===== config.mk =====
export PLATFORM = sky130hd
export DESIGN_NAME = sifive_tl_ul_responder
export DESIGN_NICKNAME = d
export VERILOG_FILES = /design/src/rtl/sifive_tl_ul_pkg.sv /design/src/rtl/sifive_tl_resp_fifo.sv /design/src/rtl/sifive_tl_ul_responder.sv
export SDC_FILE = /design/constraint.sdc
export NUM_CORES = 1
export LEC_CHECK = 0
export CORE_MARGIN = 1.5
export CORE_UTILIZATION = 40
export DETAILED_ROUTE_END_ITERATION = 8
export PLACE_DENSITY = 0.66
export SYNTH_ARGS = -nofsm -noshare
export SYNTH_HDL_FRONTEND = slang
export SYNTH_HIERARCHICAL = 1
export SYNTH_SLANG_ARGS = --single-unit

===== constraint.sdc =====
create_clock -name clock -period 5.8 [get_ports clock]
set_clock_uncertainty 0.05 [all_clocks]
set_input_delay 0.58 -clock clock [delete_from_list [all_inputs] [get_ports clock]]
set_output_delay 0.58 -clock clock [all_outputs]
set_load 0.01 [all_outputs]

===== src/rtl/sifive_tl_ul_pkg.sv =====
// sifive_tl_ul_pkg
//   Shared definitions for the TileLink-UL responder slice:
//   - A-channel and D-channel opcode constants
//   - d_resp_t, the D-channel response record held in the response FIFO
//   - is_aligned(), the natural-alignment rule for a request of a given size
//
// The source field in d_resp_t is sized to SRC_MAX_W, so one record type serves
// any responder whose SOURCE_W is at most SRC_MAX_W. The responder zero-extends
// a_source into it and drives d_source from the low bits.

package sifive_tl_ul_pkg;

  // A-channel opcodes understood by the responder
  localparam logic [2:0] A_PUT_FULL    = 3'd0;
  localparam logic [2:0] A_PUT_PARTIAL = 3'd1;
  localparam logic [2:0] A_GET         = 3'd4;

  // D-channel opcodes produced by the responder
  localparam logic [2:0] D_ACCESS_ACK      = 3'd0;
  localparam logic [2:0] D_ACCESS_ACK_DATA = 3'd1;

  // Widest requester ID a response record can carry
  localparam int SRC_MAX_W = 8;

  typedef struct packed {
    logic [2:0]           opcode;
    logic [2:0]           size;
    logic [SRC_MAX_W-1:0] source;
    logic                 denied;
    logic                 corrupt;
    logic [31:0]          data;
  } d_resp_t;

  // A request of 1<<size bytes must start on a multiple of 1<<size.
  // Sizes above a full word are never aligned, since they are not supported.
  function automatic logic is_aligned(input logic [2:0] size, input logic [1:0] lsb);
    logic ok;
    case (size)
      3'd0:    ok = 1'b1;
      3'd1:    ok = ~lsb[0];
      3'd2:    ok = (lsb == 2'b00);
      default: ok = 1'b0;
    endcase
    return ok;
  endfunction

endpackage


===== src/rtl/sifive_tl_resp_fifo.sv =====
// sifive_tl_resp_fifo
//   Strictly ordered FIFO of D-channel response records.
//
// Ports
//   clock      rising-edge clock
//   reset      synchronous, active-high; empties the FIFO and zeroes pointers
//   push       enqueue push_data this cycle (ignored while full)
//   push_data  response record to enqueue
//   pop        dequeue the head this cycle (ignored while empty)
//   head       oldest record; only meaningful while !empty
//   full       count == DEPTH
//   empty      count == 0
//   count      number of records held
//
// Pointers wrap with an explicit compare against DEPTH-1, so DEPTH does not
// have to be a power of two. A simultaneous push and pop leaves count unchanged.

module sifive_tl_resp_fifo
  import sifive_tl_ul_pkg::*;
#(
  parameter int DEPTH = 2,
  parameter int CNT_W = $clog2(DEPTH + 1)
) (
  input  logic             clock,
  input  logic             reset,
  input  logic             push,
  input  d_resp_t          push_data,
  input  logic             pop,
  output d_resp_t          head,
  output logic             full,
  output logic             empty,
  output logic [CNT_W-1:0] count
);

  localparam int PTR_W = (DEPTH > 1) ? $clog2(DEPTH) : 1;

  d_resp_t          mem [DEPTH];
  logic [PTR_W-1:0] wr_ptr;
  logic [PTR_W-1:0] rd_ptr;
  logic             do_push;
  logic             do_pop;

  function automatic logic [PTR_W-1:0] wrap_inc(input logic [PTR_W-1:0] ptr);
    return (ptr == PTR_W'(DEPTH - 1)) ? '0 : ptr + PTR_W'(1);
  endfunction

  assign full    = (count == CNT_W'(DEPTH));
  assign empty   = (count == '0);
  assign do_push = push & ~full;
  assign do_pop  = pop & ~empty;
  assign head    = mem[rd_ptr];

  // Pointers and occupancy; count only moves when exactly one side acts
  always_ff @(posedge clock) begin
    if (reset) begin
      wr_ptr <= '0;
      rd_ptr <= '0;
      count  <= '0;
    end else begin
      if (do_push) wr_ptr <= wrap_inc(wr_ptr);
      if (do_pop)  rd_ptr <= wrap_inc(rd_ptr);
      case ({do_push, do_pop})
        2'b10:   count <= count + CNT_W'(1);
        2'b01:   count <= count - CNT_W'(1);
        default: count <= count;
      endcase
    end
  end

  // Storage needs no reset: entries are only observed between push and pop
  always_ff @(posedge clock) begin
    if (do_push) mem[wr_ptr] <= push_data;
  end

endmodule


===== src/rtl/sifive_tl_ul_responder.sv =====
// sifive_tl_ul_responder
//   TileLink-UL slave-side responder backed by a small word-addressed store.
//   Each accepted A-channel request is decoded, executed against the store and
//   turned into a D-channel response in the same cycle; the response is queued
//   and leaves in acceptance order with source and size echoed.
//
// Ports
//   clock, reset                  rising-edge clock, synchronous active-high reset
//   a_valid / a_ready             A-channel handshake; a_ready = room in the queue
//   a_opcode, a_size, a_source    request kind, log2 bytes, requester ID
//   a_address, a_mask, a_data     byte address, byte lanes, write data
//   d_valid / d_ready             D-channel handshake; d_valid = queue not empty
//   d_opcode, d_size, d_source    AccessAck / AccessAckData, echoed size and ID
//   d_denied, d_corrupt, d_data   rejection flag, corrupt (denied Get only), read data
//
// All d_* payload outputs read as zero while d_valid is low. a_ready depends only
// on queue occupancy, so there is no combinational path from d_ready to a_ready.

module sifive_tl_ul_responder
  import sifive_tl_ul_pkg::*;
#(
  parameter int SOURCE_W = 4,
  parameter int ADDR_W   = 12,
  parameter int WORDS    = 8,
  parameter int QDEPTH   = 2
) (
  input  logic                clock,
  input  logic                reset,
  input  logic                a_valid,
  output logic                a_ready,
  input  logic [2:0]          a_opcode,
  input  logic [2:0]          a_size,
  input  logic [SOURCE_W-1:0] a_source,
  input  logic [ADDR_W-1:0]   a_address,
  input  logic [3:0]          a_mask,
  input  logic [31:0]         a_data,
  output logic                d_valid,
  input  logic                d_ready,
  output logic [2:0]          d_opcode,
  output logic [2:0]          d_size,
  output logic [SOURCE_W-1:0] d_source,
  output logic                d_denied,
  output logic                d_corrupt,
  output logic [31:0]         d_data
);

  localparam int IDX_W = (WORDS > 1) ? $clog2(WORDS) : 1;
  localparam int CNT_W = $clog2(QDEPTH + 1);

  logic [31:0]          store [WORDS];

  logic                 accept;
  logic [ADDR_W-3:0]    word_index;
  logic [IDX_W-1:0]     word_sel;
  logic                 op_get;
  logic                 op_put;
  logic                 size_ok;
  logic                 align_ok;
  logic                 range_ok;
  logic                 denied;
  d_resp_t              req_resp;

  d_resp_t              fifo_head;
  logic                 fifo_full;
  logic                 fifo_empty;
  logic [CNT_W-1:0]     fifo_count;
  logic                 fifo_pop;
  d_resp_t              resp_out;
  logic [SRC_MAX_W-1:0] wide_source_unused_hi;

  // Request decode and denial rules. The range compare is one bit wider than
  // the word index so that WORDS equal to the whole address space still works.
  assign word_index = a_address[ADDR_W-1:2];
  assign word_sel   = word_index[IDX_W-1:0];
  assign op_get     = (a_opcode == A_GET);
  assign op_put     = (a_opcode == A_PUT_FULL) | (a_opcode == A_PUT_PARTIAL);
  assign size_ok    = (a_size <= 3'd2);
  assign align_ok   = is_aligned(a_size, a_address[1:0]);
  assign range_ok   = ({1'b0, word_index} < (ADDR_W - 1)'(WORDS));
  assign denied     = ~(op_get | op_put) | ~size_ok | ~align_ok | ~range_ok;

  assign a_ready = (fifo_count < CNT_W'(QDEPTH));
  assign accept  = a_valid & a_ready;

  // Build the response for the request on the A channel. A Get returns the
  // full word whatever the mask says; anything that is not a Get, including
  // unsupported opcodes, is answered with a plain AccessAck.
  always_comb begin
    req_resp        = '0;
    req_resp.size   = a_size;
    req_resp.source = SRC_MAX_W'(a_source);
    req_resp.denied = denied;
    if (op_get) begin
      req_resp.opcode  = D_ACCESS_ACK_DATA;
      req_resp.corrupt = denied;
      if (!denied) req_resp.data = store[word_sel];
    end else begin
      req_resp.opcode = D_ACCESS_ACK;
    end
  end

  // Register store: cleared by reset, written lane by lane on accepted,
  // non-denied Puts. A Get in the following cycle sees the new contents.
  always_ff @(posedge clock) begin
    if (reset) begin
      for (int w = 0; w < WORDS; w++) store[w] <= '0;
    end else if (accept && op_put && !denied) begin
      for (int b = 0; b < 4; b++) begin
        if (a_mask[b]) store[word_sel][8*b +: 8] <= a_data[8*b +: 8];
      end
    end
  end

  assign fifo_pop = d_valid & d_ready;

  sifive_tl_resp_fifo #(
    .DEPTH (QDEPTH),
    .CNT_W (CNT_W)
  ) u_resp_fifo (
    .clock     (clock),
    .reset     (reset),
    .push      (accept),
    .push_data (req_resp),
    .pop       (fifo_pop),
    .head      (fifo_head),
    .full      (fifo_full),
    .empty     (fifo_empty),
    .count     (fifo_count)
  );

  assign d_valid = ~fifo_empty;

  // Queue storage is not reset, so the head is masked to zero when idle
  always_comb begin
    resp_out = '0;
    if (d_valid) resp_out = fifo_head;
  end

  // The record carries a source field wider than SOURCE_W; only the low bits
  // go out on d_source
  assign wide_source_unused_hi = resp_out.source;

  assign d_opcode  = resp_out.opcode;
  assign d_size    = resp_out.size;
  assign d_source  = wide_source_unused_hi[SOURCE_W-1:0];
  assign d_denied  = resp_out.denied;
  assign d_corrupt = resp_out.corrupt;
  assign d_data    = resp_out.data;

  // The FIFO's flags and its count must always agree
  full_matches_count: assert property (@(posedge clock) disable iff (reset)
    (fifo_full == (fifo_count == CNT_W'(QDEPTH))) && (fifo_empty == (fifo_count == '0)));

  // A response held under backpressure must not change
  payload_stable: assert property (@(posedge clock) disable iff (reset)
    (d_valid && !d_ready) |=> (d_valid && $stable(resp_out)));

endmodule


# Word-level counts from Yosys, hierarchy flattened
# Memories as Yosys holds them, arrays and structs flattened. A register that Yosys moved wholly into a read port is not among the register bits.
# Cells that the tools add are included.
# word_totals
mem_count	2
romBits	0
latchBits	0
out_inout_bits	46
mem_bits_rw	340
reg_bits	4
# classes
n_lt_le_gt_ge	3
n_div	0
mul	0
shifts	0
add_sub_neg	4
mux	33
bitwise_logic	16
reduce_logical	9
eq_ne	7
# memory_table
name	words	word_bits	read_ports	rd_clocked_by_memory_dff	wr	line	rtl
store	8	32	1	0	8	sifive_tl_ul_responder.sv:50	logic [31:0] store [WORDS];
u_resp_fifo.mem	2	42	1	1	1	sifive_tl_resp_fifo.sv:37	d_resp_t mem [DEPTH];
# ops
operator	count
two-way mux 32 bit	2
two-way mux 48 bit	1
two-way mux 33 bit	1
OR reduction 32 bit	1
two-way mux 1 bit	25
less-than comparator 10 x 4 -> 1 bit (second input constant)	1
inverter 1 bit	7
== test 3 x 1 -> 1 bit (second input constant)	2
logical NOT 3 bit	2
bitwise OR 1 bit	5
AND 1 bit	4
== test 2 bit (second input constant)	2
logical NOT 2 bit	2
two-way mux 4 bit	1
one-hot mux 2 bit (2 select lines)	1
== test 3 x 2 -> 1 bit (second input constant)	1
== test 3 bit (second input constant)	1
<= comparator 3 x 2 -> 1 bit (second input constant)	1
two-way mux 3 bit	1
one-hot mux 1 bit (3 select lines)	1
adder 1 bit (second input constant)	2
adder 2 x 1 -> 2 bit (second input constant)	1
== test 2 x 1 -> 1 bit (second input constant)	1
logical AND 1 bit	2
other kinds (4)	4

# Depth between registers and ports, before layout
# depth
depth_word	14
mapped_depth	8
depth_no_buf	7

# By module
# The synthesis kept the hierarchy.
# by_module_without_submodules
mod	cells_per_inst	n_inst	area_each_um2	seq_area_each_um2
sifive_tl_ul_responder	957	1	12263.0	7687.4
sifive_tl_resp_fifo	175	1	3677.3	2982.9

# Least setup slack after synthesis
# Ideal clock, no wire load.
# synth_timing
path_kind	input-to-reg
startpoint	input a_valid
endpoint	memory u_resp_fifo/mem[0][0] in the netlist's numbering (enable)
path_buffers	0
t_arrival_ps	2111
setup_ps	402
slack_ps	3237
stages	4
required_ps	5348
path_cell_list	nor2b_1 > inv_1 > or3_1 > inv_1
# synth_between
elab_chain_len	4
# synth_lines
item	line	rtl
from (decl)	sifive_tl_ul_responder.sv:29	input logic a_valid,
AND 1 bit	sifive_tl_ul_responder.sv:83	assign accept = a_valid & a_ready;
AND 1 bit	sifive_tl_resp_fifo.sv:49	assign do_push = push & ~full;
two-way mux 1 bit	sifive_tl_resp_fifo.sv:72	if (do_push) mem[wr_ptr] <= push_data;
two-way mux 1 bit (not written as such)	sifive_tl_resp_fifo.sv:72	
to (decl)	sifive_tl_resp_fifo.sv:37	
# No other way between the ends.

==> flow_metrics.py <==
metrics = {
    "sta": {
        "max_freq_mhz": 295.9,
        "fin_crit_sh": 0.5826,
        "period_needed_ns": 3.379,
        "fin_setup_tns_ns": 0,
        "finalSetupViolCount": 0,
        "hold_ws_ns": 0.4747,
        "timing.final.hold_violations": 0,
        "rsz0062_at_grt": "false",
        "relSlewSlack": 0.1950,
        "finalMaxSlewViolations": 0,
        "worst_pin_slew_ns": 1.177,
    },
    "setup_path": {
        "reg2reg_to": "store[3][27]$_SDFFCE_PN0P_",
        "r2r_start": "u_resp_fifo/count[1]$_SDFFE_PP0P_",
        "critPathArrivalTime_ns": 3.48,
        "cp-endpoint": "u_resp_fifo/mem[1][26]$_DFFE_PP_",
        "start_kind": "input port",
        "crit_type": "input port to flop",
        "crit_start": "a_address[10]",
        "critPathBufInv": 2,
        "crit_chain": "clkdlybuf4s50_1, nor4_2, nand3_1, buf_4, a2111oi_0",
        "setup.worst_path.end_class": "flop",
        "cpMaxStageDelayCell": "nor4_2",
        "cp_max_fo": 32,
        "reg2reg_depth": 4,
        "critPathTopFamily": "simple AND/OR/NAND/NOR gates",
        "required_ns": 5.90,
        "cp.depth": 5,
        "rrSetupSlack_ns": 2.83,
        "cpPeakStageDelay_ns": 0.97,
    },
    "synth": {
        "synth.cell_area_sq_um": 15660,
        "yosys_warnings": 6,
        "syn_area_per_cell_sq_um": 13.98,
        "postSynthCellCount": 1120,
    },
    "min_path": {
        "hold_path.class": "flop to flop",
        "hold_start": "u_resp_fifo/wr_ptr$_SDFFE_PP0P_",
        "holdPathStages": 2,
    },
    "global_routing": {
        "grt_pass1_vias": 9633,
        "grt_use_total": 0.1986,
        "grt-ovfl-total": 0,
        "grt_antenna_before_repair": 1,
        "grt_max_degree": 51,
        "grt_first_pass_wirelength_microns": 60170,
    },
    "power": {
        "swShare": 0.2464,
        "seqPwrFrac": 0.495,
        "p_leak_nw": 6.496,
        "power.density_nw_per_um2": 331.7,
        "irDropWorstVdd_mv": 0.2055,
        "clkPwrFrac": 0.336,
        "p_int_mw": 4.626,
        "p_sw_mw": 1.513,
        "p_total_mw": 6.139,
        "combPwrFrac": 0.169,
    },
    "cts": {
        "cts-root-buf": "clkbuf_16",
        "insertion_delay_ns": 0.52,
        "cts_tree": "built",
        "clk_pin_slew_ns": 0.06,
        "cts_resized": 0,
        "post_cts_buffers": 0,
        "cts_sinks": 349,
        "htree_levels": 2,
        "cts_buffers": 36,
        "cts.path.max_buffers": 3,
        "ctsHoldBuffers": 0,
    },
    "placement": {
        "numPortBuffers": 107,
        "hpwlAfterDp_microns": 26530,
        "postPlaceCellArea_sq_um": 17490,
        "placed_cells": 1741,
        "finalWeightedCongestion": 0.8570,
    },
    "route": {
        "drc_errors": 0,
        "vias": 9792,
        "top_layer": "met4",
        "wl_microns": 40190,
        "met3_length_microns": 3368,
        "wl_met1_microns": 17140,
        "avgRoutedWirePerCell_microns": 22.33,
        "routed_via_density": 5.440,
        "drtAntennaViolNets": 0,
        "dr.pass1.iters": 5,
        "wl_met2_microns": 18650,
        "drt-initial-drc-count": 803,
    },
    "floorplan": {
        "die_h_microns": 200.8,
        "core.rowCount": 72,
        "start_util": 0.4051,
        "core_area_sq_um": 38650,
        "die_width_microns": 200.8,
        "dieArea_sq_um": 40330,
        "ios": 108,
    },
    "final_layout": {
        "final_cell_mix": "edfxtp_1, and2_1, clkdlybuf4s50_1, mux2_2, nor2b_1",
        "final_cells": 1800,
        "drive_gt1_frac": 0.1616,
        "stdcell_area_sq_um": 18510,
        "fill_cells": 3319,
        "nets": 1324,
        "final_common_cell": "edfxtp_1",
        "areaGrowthSynthToFinish_pct": 18.22,
    },
    "flow_run": {
        "cap_violations": 0,
    },
    "outcome": {
        "outcome": "complete, no violations",
    },
}
how the worst min path moves through the flow:
stage	end	slack, ns
global route	flop	0.50
CTS	flop	0.48
detailed placement	u_resp_fifo/wr_ptr$_SDFFE_PP0P_	0.43
floorplan	u_resp_fifo/wr_ptr$_SDFFE_PP0P_	0.40
finish	u_resp_fifo/wr_ptr$_SDFFE_PP0P_	0.47
global placement	u_resp_fifo/wr_ptr$_SDFFE_PP0P_	0.42
worst min-delay path: cells and delay by family (launching register included):
kind	cells	cell delay, ns
flip-flops	1	0.32
AO/OA/AOI/OAI	2	0.15
cell type report:
class | count | area [sq um] | share of cell area
flip-flops and latches | 349 | 10430 | 0.5636
multi-input cells | 712 | 4967 | 0.2684
repair buffers | 155 | 1419 | 0.07666
clock buffers | 48 | 967.2 | 0.05226
well taps | 518 | 648.1 | 0.03502
clock inverters | 10 | 46.29 | 0.002501
inverters | 7 | 26.28 | 0.001420
diodes | 1 | 2.502 | 0.0001352
registers in the layout (all words and copies together) (netlist names), named ones only:
name	count
store	256
u_resp_fifo/mem	88
u_resp_fifo/count	2
u_resp_fifo/rd_ptr	1
u_resp_fifo/wr_ptr	1
through the flow:
step,setup WS (ns),utilization
2_1_floorplan,3.264,-
3_3_place_gp,2.073,0.4526
3_5_place_dp,2.027,0.4526
4_1_cts,2.474,0.4788
5_1_grt,2.214,0.4788
6_report,2.421,0.4789
routing by layer:
metal | global-route usage | vias to the layer above
met3 | 0.03620 | 68
met1 | 0.2760 | 4846
met2 | 0.3163 | 427
met5 | 0 | -
li1 | - | 4451
met4 | 0.06472 | 0
power by group through the flow:
stage | registers, mW | clock network, mW | logic [mW]
finish | 3.04 | 2.06 | 1.04
global route | 3.05 | 2.18 | 1.12
CTS | 3.04 | 2.10 | 1.06
detailed placement | 3.09 | 0 | 1.05
global placement | 3.08 | 0 | 1.05
floorplan | 3.06 | 0 | 0.555
Power figures use the tool's default switching activity.
